## config.mk

```make
export PLATFORM = sky130hd
export DESIGN_NAME = serial_add_ctrl_flat
export DESIGN_NICKNAME = d
export VERILOG_FILES = /design/src/rtl/serial_add_ctrl_if.sv /design/src/rtl/serial_add_ctrl.sv /design/src/flat_wrapper.sv
export SDC_FILE = /design/constraint.sdc
export NUM_CORES = 1
export LEC_CHECK = 0
export CORE_UTILIZATION = 61
export CTS_BUF_LIST = sky130_fd_sc_hd__clkbuf_16
export DETAILED_ROUTE_END_ITERATION = 6
export DONT_BUFFER_PORTS = 1
export PLACE_DENSITY = 0.81
export SYNTH_ARGS = -nofsm -noshare
export SYNTH_HDL_FRONTEND = slang
export SYNTH_SLANG_ARGS = --single-unit
```

## constraint.sdc

```tcl
create_clock -name clk -period 1.3 [get_ports clk]
set_input_delay 0.195 -clock clk [delete_from_list [all_inputs] [get_ports clk]]
set_output_delay 0.195 -clock clk [all_outputs]
set_load 0.01 [all_outputs]
```

## src/rtl/serial_add_ctrl_if.sv

```systemverilog
// Operand/result bundle for the bit-serial adder. The master drives the operands and start;
// the slave (the adder) returns status and the registered result.
interface serial_add_ctrl_if #(
    parameter int unsigned WIDTH = 10
);
    logic             start;
    logic [WIDTH-1:0] a;
    logic [WIDTH-1:0] b;
    logic             cin;
    logic             busy;
    logic             done;
    logic [WIDTH-1:0] sum;
    logic             cout;
    logic             ovf;

    modport master (
        output start, a, b, cin,
        input  busy, done, sum, cout, ovf
    );

    modport slave (
        input  start, a, b, cin,
        output busy, done, sum, cout, ovf
    );
endinterface

```

## src/rtl/serial_add_ctrl.sv

```systemverilog
// Bit-serial adder: one full-adder slice and a carry flop, LSB first, one bit per cycle.
// IDLE -> RUN (WIDTH cycles) -> DONE (one cycle), DONE may chain straight into a new RUN.
module serial_add_ctrl #(
    parameter int unsigned WIDTH = 10
) (
    input logic              clk,
    input logic              reset,
    serial_add_ctrl_if.slave bus
);
    localparam int unsigned CntW = $clog2(WIDTH + 1);
    localparam logic [CntW-1:0] LastCnt = CntW'(WIDTH - 1);

    typedef enum logic [1:0] {StIdle, StRun, StDone} state_e;

    state_e           state_q, state_d;
    logic [WIDTH-1:0] a_q, a_d;
    logic [WIDTH-1:0] b_q, b_d;
    logic [WIDTH-1:0] r_q, r_d;
    logic             c_q, c_d;
    logic [CntW-1:0]  cnt_q, cnt_d;
    logic [WIDTH-1:0] sum_q, sum_d;
    logic             cout_q, cout_d;
    logic             ovf_q, ovf_d;

    logic             fa_s, fa_co;

    // Full-adder slice on the current LSBs and the carry flop.
    always_comb begin
        fa_s  = a_q[0] ^ b_q[0] ^ c_q;
        fa_co = (a_q[0] & b_q[0]) | (a_q[0] & c_q) | (b_q[0] & c_q);
    end

    // Next-state and datapath control; results only move on the final RUN edge.
    always_comb begin
        state_d = state_q;
        a_d     = a_q;
        b_d     = b_q;
        r_d     = r_q;
        c_d     = c_q;
        cnt_d   = cnt_q;
        sum_d   = sum_q;
        cout_d  = cout_q;
        ovf_d   = ovf_q;

        unique case (state_q)
            StIdle, StDone: begin
                if (bus.start) begin
                    a_d     = bus.a;
                    b_d     = bus.b;
                    c_d     = bus.cin;
                    r_d     = '0;
                    cnt_d   = '0;
                    state_d = StRun;
                end else begin
                    state_d = StIdle;
                end
            end
            StRun: begin
                r_d   = {fa_s, r_q[WIDTH-1:1]};
                c_d   = fa_co;
                a_d   = a_q >> 1;
                b_d   = b_q >> 1;
                cnt_d = cnt_q + 1'b1;
                if (cnt_q == LastCnt) begin
                    sum_d   = {fa_s, r_q[WIDTH-1:1]};
                    cout_d  = fa_co;
                    // c_q here is still the carry into the MSB.
                    ovf_d   = c_q ^ fa_co;
                    state_d = StDone;
                end
            end
            default: state_d = StIdle;
        endcase
    end

    // State and datapath registers with synchronous reset.
    always_ff @(posedge clk) begin
        if (reset) begin
            state_q <= StIdle;
            a_q     <= '0;
            b_q     <= '0;
            r_q     <= '0;
            c_q     <= 1'b0;
            cnt_q   <= '0;
            sum_q   <= '0;
            cout_q  <= 1'b0;
            ovf_q   <= 1'b0;
        end else begin
            state_q <= state_d;
            a_q     <= a_d;
            b_q     <= b_d;
            r_q     <= r_d;
            c_q     <= c_d;
            cnt_q   <= cnt_d;
            sum_q   <= sum_d;
            cout_q  <= cout_d;
            ovf_q   <= ovf_d;
        end
    end

    // Status decodes straight from the state register.
    always_comb begin
        bus.busy = (state_q == StRun);
        bus.done = (state_q == StDone);
        bus.sum  = sum_q;
        bus.cout = cout_q;
        bus.ovf  = ovf_q;
    end
endmodule
```

## src/flat_wrapper.sv

```systemverilog
// flat-port wrapper written by rule: the top's interface ports become plain ports
module serial_add_ctrl_flat 
#(
    parameter int unsigned WIDTH = 10
)
  (clk, reset, bus_start, bus_a, bus_b, bus_cin, bus_busy, bus_done, bus_sum, bus_cout, bus_ovf);
  serial_add_ctrl_if #(.WIDTH(WIDTH)) bus_i ();
  input logic clk;
  input logic reset;
  input wire logic [$bits(bus_i.start)-1:0] bus_start;
  input wire logic [$bits(bus_i.a)-1:0] bus_a;
  input wire logic [$bits(bus_i.b)-1:0] bus_b;
  input wire logic [$bits(bus_i.cin)-1:0] bus_cin;
  output wire logic [$bits(bus_i.busy)-1:0] bus_busy;
  output wire logic [$bits(bus_i.done)-1:0] bus_done;
  output wire logic [$bits(bus_i.sum)-1:0] bus_sum;
  output wire logic [$bits(bus_i.cout)-1:0] bus_cout;
  output wire logic [$bits(bus_i.ovf)-1:0] bus_ovf;
  assign bus_i.start = bus_start;
  assign bus_i.a = bus_a;
  assign bus_i.b = bus_b;
  assign bus_i.cin = bus_cin;
  assign bus_busy = bus_i.busy;
  assign bus_done = bus_i.done;
  assign bus_sum = bus_i.sum;
  assign bus_cout = bus_i.cout;
  assign bus_ovf = bus_i.ovf;
  serial_add_ctrl #(.WIDTH(WIDTH)) u_core (.clk(clk), .reset(reset), .bus(bus_i));
endmodule
```

=== Word-level counts from Yosys, hierarchy flattened ===
Index checks and enable logic that the tools add are counted.

* Register bits: 49
* Bits of input ports: 24
* Logic and storage cells: 41

* Add/sub/neg operators: 1
* Equality and inequality tests: 5
* Muxes and demuxes: 13
* Bitwise operators: 8
* Reductions and logical operators: 5

{| class="wikitable"
|+ Operators with widths
! operator !! number
|-
| 10-bit one-hot mux with 2 select lines || 3
|-
| 10-bit two-way mux || 3
|-
| 4-bit one-hot mux with 2 select lines || 1
|-
| 4-bit by 1-bit adder with 4-bit output, second input constant || 1
|-
| 4-bit equality test, second input constant || 1
|-
| 4-bit two-way mux || 1
|-
| 2-bit one-hot mux with 2 select lines || 1
|-
| 2-bit AND reduction || 2
|-
| 1-bit AND || 3
|-
| 1-bit XOR || 3
|-
| 2-bit by 1-bit equality test with 1-bit output, second input constant || 1
|-
| 2-bit equality test, second input constant || 1
|-
| 2-bit logical NOT || 1
|-
| 1-bit two-way mux || 2
|-
| 2-bit two-way mux || 1
|-
| 2-bit by 1-bit != test with 1-bit output, second input constant || 1
|-
| 2-bit != test, second input constant || 1
|-
| 1-bit OR || 2
|-
| 1-bit one-hot mux with 2 select lines || 1
|-
| 2-bit nonzero test || 1
|-
| 2-bit OR reduction || 1
|}

=== Longest topological paths before layout ===
Gate-level depths: netlist (run 1).

* Word-level depth: 4
* Gate-level depth with buffers: 6
* Depth with buffers taken out: 5

=== Worst setup path before layout (run 1) ===
Ideal clock, no wire load.

* Kind: register -> register
* Start point: register u_core.c_q
* End point: register u_core.ovf_q, in the netlist u_core.bus.ovf
* Setup time: 0.101 ns
* Data arrival time: 1.121 ns
* Slack: 0.078 ns
* Stages on the path, launching flop included: 4
* Cell sequence: dfxtp_1 -> fa_1 -> xnor2_1 -> o41ai_1

* Longest elaborated chain between the ends: 4

{| class="wikitable"
|+ Ends and longest elaborated chain
! what !! line !! text
|-
| start: declaration || serial_add_ctrl.sv:19 || <nowiki>logic c_q, c_d;</nowiki>
|-
| start signal: assignment || serial_add_ctrl.sv:83 || <nowiki>c_q <= 1'b0;</nowiki>
|-
| start signal: assignment || serial_add_ctrl.sv:93 || <nowiki>c_q <= c_d;</nowiki>
|-
| 1-bit AND || serial_add_ctrl.sv:30 || <nowiki>fa_co = (a_q[0] & b_q[0]) | (a_q[0] & c_q) | (b_q[0] & c_q);</nowiki>
|-
| 1-bit OR || serial_add_ctrl.sv:30 ||
|-
| 1-bit OR (*) || serial_add_ctrl.sv:30 ||
|-
| named net u_core.fa_co || serial_add_ctrl.sv:25 || <nowiki>logic fa_s, fa_co;</nowiki>
|-
| 1-bit XOR (*) || serial_add_ctrl.sv:68 || <nowiki>ovf_d = c_q ^ fa_co;</nowiki>
|-
| end signal: assignment || serial_add_ctrl.sv:97 || <nowiki>ovf_q <= ovf_d;</nowiki>
|-
| end: declaration || serial_add_ctrl.sv:23 || <nowiki>logic ovf_q, ovf_d;</nowiki>
|}

Mark *: on every way through the listed nets, which the timed path passes. The rest lies on a longest branch.
A chain may end at the register's enable or synchronous reset.

=== Final worst setup path (run 1) ===
* Start point: register u_core.cnt_q[1]
* End point: register u_core.sum_q[5], in the netlist u_core.bus.sum[5]

* Longest elaborated chain between the ends: 2

{| class="wikitable"
|+ Ends and longest elaborated chain
! what !! line !! text
|-
| start: declaration || serial_add_ctrl.sv:20 || <nowiki>logic [CntW-1:0] cnt_q, cnt_d;</nowiki>
|-
| start signal: assignment || serial_add_ctrl.sv:94 || <nowiki>cnt_q <= cnt_d;</nowiki>
|-
| 4-bit equality test || serial_add_ctrl.sv:64 || <nowiki>if (cnt_q == LastCnt) begin</nowiki>
|-
| 2-bit AND reduction (no line) || -- ||
|-
| end signal: assignment || serial_add_ctrl.sv:95 || <nowiki>sum_q <= sum_d;</nowiki>
|-
| end: declaration || serial_add_ctrl.sv:21 || <nowiki>logic [WIDTH-1:0] sum_q, sum_d;</nowiki>
|}

Every way passes these cells.

==> qor.yml, run 1 <==
cts:
  cts_buffer_depth: 2
  cts_sinks: 48
  root_buffer: "clkbuf_16"
  numCtsBuffers: 5
  cts_tree: "done"
  htree_levels: 2
  clock_latency_ps: 290
  clk_pin_slew_ps: 60
critical_path:
  worstPathRequired_ps: 1520
  worstReg2RegStart: "u_core.cnt_q[1]"
  crit_path_start_kind: "flop"
  worstSetupEndpointType: "flop"
  cp_max_fo: 5
  crit_type: "flop to flop"
  r2r_end: "u_core.bus.sum[5]"
  worstRegToRegCells: 6
  ff2ff_setup_slack_ps: -3
  worstPathArrival_ps: 1520
drt:
  vias_per_cell: 6.06
  postRouteWirelength_um: 4480
  postRouteAntennaNets: 0
  dr.pass1.iters: 4
  num_vias: 1636
  drc_errors: 0
  wl_per_cell_um: 16.6
  drtIter0Drc: 123
global_route:
  grt_max_degree: 36
  grt_pass1_vias: 1549
  grt_pass1_wl_um: 6790
  grt-ovfl-total: 0
  grt_use_total: 0.259
  antenna_found_initial: 0
sta:
  final_hold_viol_count: 0
  rsz0062_at_grt: "true"
  slew_violations: 0
  fmax_ghz: 0.767
  setup_ws_ps: -3.22
  post-route-period-util: 1.00
  finalSetupTns_ps: -3.94
  max_slew_margin: 0.822
  finalClockSkew_ps: 6.25
  finalCriticalPeriod_ps: 1300
  setup_viol: 2
  worst_pin_slew_ps: 264
power:
  switchingPower_uw: 750
  switching_share: 0.240
  p_int_mw: 2.37
  p_comb_frac: 0.101
  pwr-share-seq: 0.500
  p_total_mw: 3.12
  p_leak_nw: 0.799
  power_density_mw_per_mm2: 1320
  pwr-share-clk: 0.399
  max-vdd-ir-drop_mv: 0.809
synth:
  ys_top_cells_by_count: "dfxtp_1 (48), a21oi_1 (34), nand3_1 (33), nand2b_1 (26), a22oi_1 (19)"
  synth_area_leaders: "dfxtp_1 (47%), a21oi_1 (8.4%), nand3_1 (8.1%)"
  synth-edff-count: 0
  yosysSeqAreaShare: 0.472
  yosys.area.top_type: "dfxtp_1"
  synth.distinct_cells: 28
  avgSynthCellArea_um2: 9.13
  synth_cells: 223
  synth_seq_cells: 48
  yosysWarningCount: 0
  syn-num-nets: 250
  synth_top_area_frac: 0.472
  syn-cell-area_mm2: 0.00204
  async_flop_share: 0
  synth_most_common_cell: "dfxtp_1"
  synth_flop_cell: "dfxtp_1"
floorplan:
  ios: 38
  start_util: 0.656
  fp.dieW_um: 59.8
  die_y_um: 59.8
  die_area_mm2: 0.00357
  core-area_mm2: 0.00310
  rows: 20
finish:
  drive_gt1_frac: 0.150
  fin_nets: 252
  syn_to_final_growth_pct: 16.5
  antenna_cells: 0
min_path:
  holdPathStages: 1
  hold_class: "input pin to flop"
  hold_path_end: "u_core.bus.ovf"
  hold_start: "reset"
run_status:
  violations: "negative setup slack"
  outcome: "complete, but fails checks"
placed_design:
  dp_hpwl_um: 2730
  gp_congestion: 0.739
  port_buffers: 0
job:
  drv_cap: 0
[final cells by class]
type,instances,area [um2]
multi-input combinational,153,982
sequential,48,968
fill,229,732
timing repair buffer,15,209
clock buffer,5,125
tap,44,55.1
clock inverter,3,18.8
inverter,2,12.5
[what timing repair did]
action	4_1_cts	5_1_grt
pin swaps	0	2
setup buffers	0	1
resized for setup	4	11
setup endpoints to repair	8	13
hold buffers	1	0
cloned	0	1
hold endpoints to repair	35	0
[power by group through the flow]
stage / Sequential, mW / Combinational [mW] / Clock, mW
4_1_cts: 1.56 / 0.304 / 1.26
5_1_grt: 1.57 / 0.343 / 1.33
2_1_floorplan: 1.58 / 0.225 / 0
3_5_place_dp: 1.59 / 0.277 / 0
3_3_place_gp: 1.59 / 0.263 / 0
6_report: 1.56 / 0.315 / 1.24
[metal layers]
metal  vias to the layer above  part of all wire  global-route usage
li1                        794                 -                   -
met3                        10             0.049              0.0779
met5                         -                 0                   0
met4                         0             0.023               0.113
met1                       775              0.40               0.300
met2                        57              0.53               0.440
[worst max-delay path by stage]
stage | to | depth (start not counted) | slack [ps] | from
floorplan | u_core.bus.ovf | 3 | 80 | u_core.c_q
global placement | u_core.bus.ovf | 3 | 50 | u_core.c_q
detailed placement | u_core.bus.ovf | 4 | -20 | u_core.state_q[1]
CTS | u_core.bus.ovf | 4 | 8 | u_core.state_q[1]
global route | u_core.bus.cout | 6 | -40 | u_core.cnt_q[1]
finish | u_core.bus.sum[5] | 6 | -3 | u_core.cnt_q[1]
[registers in the layout, indices dropped and copies added (netlist names)]
name / cells
u_core.bus.cout: 1
u_core.a_q: 10
u_core.b_q: 10
u_core.c_q: 1
u_core.bus.sum: 10
u_core.state_q: 2
u_core.bus.ovf: 1
u_core.cnt_q: 4
u_core.r_q: 9
[layout by cell type (no fill, tap or decap), drive strengths merged, types with 2 or more instances in the layout]
cell,netlist,routed
a21oi,34,34
a22oi,19,19
buf,18,14
clkbuf,2,6
clkinv,1,4
dfxtp,48,48
ha,2,2
mux2i,11,11
nand2,11,11
nand2b,26,26
nand3,33,33
nand3b,2,2
nor2,3,3
nor2b,3,3
[kinds of logic after synthesis]
logic type | share of synthesized area
compound gates | 0.160
buf+inv | 0.0645
fa+ha+maj | 0.0221
simple gates | 0.217
xor+xnor | 0.00430
flops | 0.472
mux | 0.0596
[through the flow]
stage,hold slack (ps),cell area [um2],instances,utilization,setup WS (ps)
global placement,268,2120,259,0.685,52.7
finish,26.3,2370,270,0.764,-3.22
CTS,21.5,2300,268,0.742,7.96
floorplan,331,2040,223,-,78.3
global route,17.4,2370,270,0.764,-44.3
detailed placement,271,2120,259,0.685,-22.0
[critical path, cell delays in order (launching register included)]
cell       delay [ps]
dfxtp_4           350
inv_2              60
ha_4              120
nand3b_1          150
nor2_4            210
clkbuf_16         180
mux2i_1           170
(Power assumes the default switching activity.)
==> inputs of run 2 (changes only) <==
--- a/config.mk
+++ b/config.mk
@@ -5,11 +5,11 @@
 export SDC_FILE = /design/constraint.sdc
 export NUM_CORES = 1
 export LEC_CHECK = 0
-export CORE_UTILIZATION = 61
+export CORE_UTILIZATION = 55
 export CTS_BUF_LIST = sky130_fd_sc_hd__clkbuf_16
 export DETAILED_ROUTE_END_ITERATION = 6
 export DONT_BUFFER_PORTS = 1
-export PLACE_DENSITY = 0.81
+export PLACE_DENSITY = 0.77
 export SYNTH_ARGS = -nofsm -noshare
 export SYNTH_HDL_FRONTEND = slang
 export SYNTH_SLANG_ARGS = --single-unit
==> constraint.sdc (replaced) <==
create_clock -name clk -period 1.1 [get_ports clk]
set_input_delay 0.165 -clock clk [delete_from_list [all_inputs] [get_ports clk]]
set_output_delay 0.165 -clock clk [all_outputs]
set_load 0.01 [all_outputs]
==> run 2 against run 1 <==
Net effect: the run ends with negative hold slack, negative setup slack left; sequential power up 20%; total power grew 25%; combinational power rose by 79%; first-iteration DRC count is 16% higher; die area is 11% higher; routed wire length increased by 26%; sequential share of layout area is 6.1 points lower; flip-flop and latch count unchanged.
==> qor.yml, run 2 (same netlist as run 1, synthesis figures left out) <==
drt:
  vias_per_cell: 6.20
  drtIter0Drc: 143
  wl_per_cell_um: 19.6
  postRouteAntennaNets: 0
  drc_errors: 0
  dr.pass1.iters: 4
  postRouteWirelength_um: 5660
  num_vias: 1785
critical_path:
  crit_type: "flop to flop"
  worstSetupEndpointType: "flop"
  worstReg2RegStart: "u_core.state_q[0]"
  worstRegToRegCells: 5
  r2r_end: "u_core.r_q[1]"
  cp_max_fo: 12
  ff2ff_setup_slack_ps: -220
  worstPathArrival_ps: 1520
  crit_path_start_kind: "flop"
  worstPathRequired_ps: 1300
sta:
  max_slew_margin: 0.831
  slew_violations: 0
  rsz0062_at_grt: "true"
  setup_ws_ps: -221
  fmax_ghz: 0.757
  final_hold_viol_count: 36
  worst_pin_slew_ps: 251
  finalCriticalPeriod_ps: 1320
  setup_viol: 48
  holdWs_ps: -62.3
  post-route-period-util: 1.20
  finalClockSkew_ps: 6.39
floorplan:
  ios: 38
  start_util: 0.591
  rows: 21
  core-area_mm2: 0.00344
  die_y_um: 62.8
  fp.dieW_um: 62.8
  die_area_mm2: 0.00395
placed_design:
  dp.cells: 266
  dp_hpwl_um: 2770
  gp_congestion: 0.790
  port_buffers: 0
  pre_cts_slack_ps: -137
job:
  drv_cap: 0
finish:
  antenna_cells: 0
  final_cell_mix: "dfxtp_1 (43), a21oi_1 (24), nand2b_1 (24), a22oi_2 (19), nand3_1 (19)"
  syn_to_final_growth_pct: 37.5
  final_core_util: 0.813
  fin_nets: 268
  drive_gt1_frac: 0.409
  final_common_cell: "dfxtp_1"
  layoutNonFillerInstCount: 288
global_route:
  antenna_found_initial: 0
  grt_pass1_wl_um: 7270
  grt_use_total: 0.238
  grt-ovfl-total: 0
  grt_max_degree: 62
  grt_pass1_vias: 1587
run_status:
  violations: "negative hold slack, negative setup slack"
  outcome: "complete, but fails checks"
power:
  power_density_mw_per_mm2: 1390
  max-vdd-ir-drop_mv: 0.801
  p_leak_nw: 0.938
  p_total_mw: 3.90
min_path:
  hold_start: "reset"
  hold_class: "input pin to flop"
  holdPathStages: 1
  hold_path_end: "u_core.r_q[5]"
cts:
  clock_latency_ps: 290
  numCtsBuffers: 5
  htree_levels: 2
  clk_pin_slew_ps: 60
  cts_tree: "done"
  cts_buffer_depth: 2
  cts_sinks: 48
  root_buffer: "clkbuf_16"
run 2: critical path, cell delays in order, from the launching register on:
cell and delay (ps):
dfxtp_4 390, buf_12 110, nand2b_4 190, buf_6 180, nand3_1 110, a21oi_1 240
run 2: layout make-up:
| cell class | count | area, um2 |
|---|---|---|
| multi-input combinational | 153 | 1210 |
| sequential | 48 | 972 |
| fill | 195 | 643 |
| timing repair buffer | 31 | 395 |
| clock buffer | 5 | 125 |
| tap | 46 | 57.6 |
| inverter | 2 | 20.0 |
| clock inverter | 3 | 13.8 |
run 2: per-stage QoR:
stage / TNS (ps) / cell area, um2 / hold slack (ps)
after detailed placement: -975 / 2170 / 236
final: -3400 / 2800 / -62.3
after floorplan: -1040 / 2080 / 301
after CTS: -876 / 2440 / -64.2
after global placement: -375 / 2170 / 230
after global routing: -5960 / 2800 / -72.8
run 2: routing by layer:
layer	vias to the layer above	routed length, um	GRT usage
met4	0	187	0.0959
met1	874	2200	0.278
met3	18	357	0.0803
li1	821	-	-
met2	72	2910	0.398
met5	-	0	0
run 2: where the power goes:
part | internal [mW] | total, mW | leakage, nW | switching, mW
clock | 0.828 | 1.46 | 0.0730 | 0.635
sequential | 1.80 | 1.87 | 0.393 | 0.0678
combinational | 0.289 | 0.565 | 0.472 | 0.276
run 2: timing repair:
item,4_1_cts,5_1_grt
hold endpoints to repair,36,36
setup buffers,2,5
pin swaps,5,36
setup endpoints to repair,39,41
resized for setup,25,42
cloned,0,7
run 2: worst max path at each step:
| stage | start | end | slack, ps | cells past startpoint |
|---|---|---|---|---|
| after floorplan | u_core.cnt_q[1] | u_core.bus.sum[0] | -100 | 6 |
| final | u_core.state_q[0] | u_core.r_q[1] | -220 | 5 |
| after detailed placement | u_core.c_q | u_core.bus.ovf | -140 | 3 |
| after CTS | u_core.c_q | u_core.bus.ovf | -110 | 3 |
| after global placement | u_core.c_q | u_core.bus.ovf | -60 | 3 |
| after global routing | u_core.state_q[0] | u_core.r_q[1] | -250 | 5 |
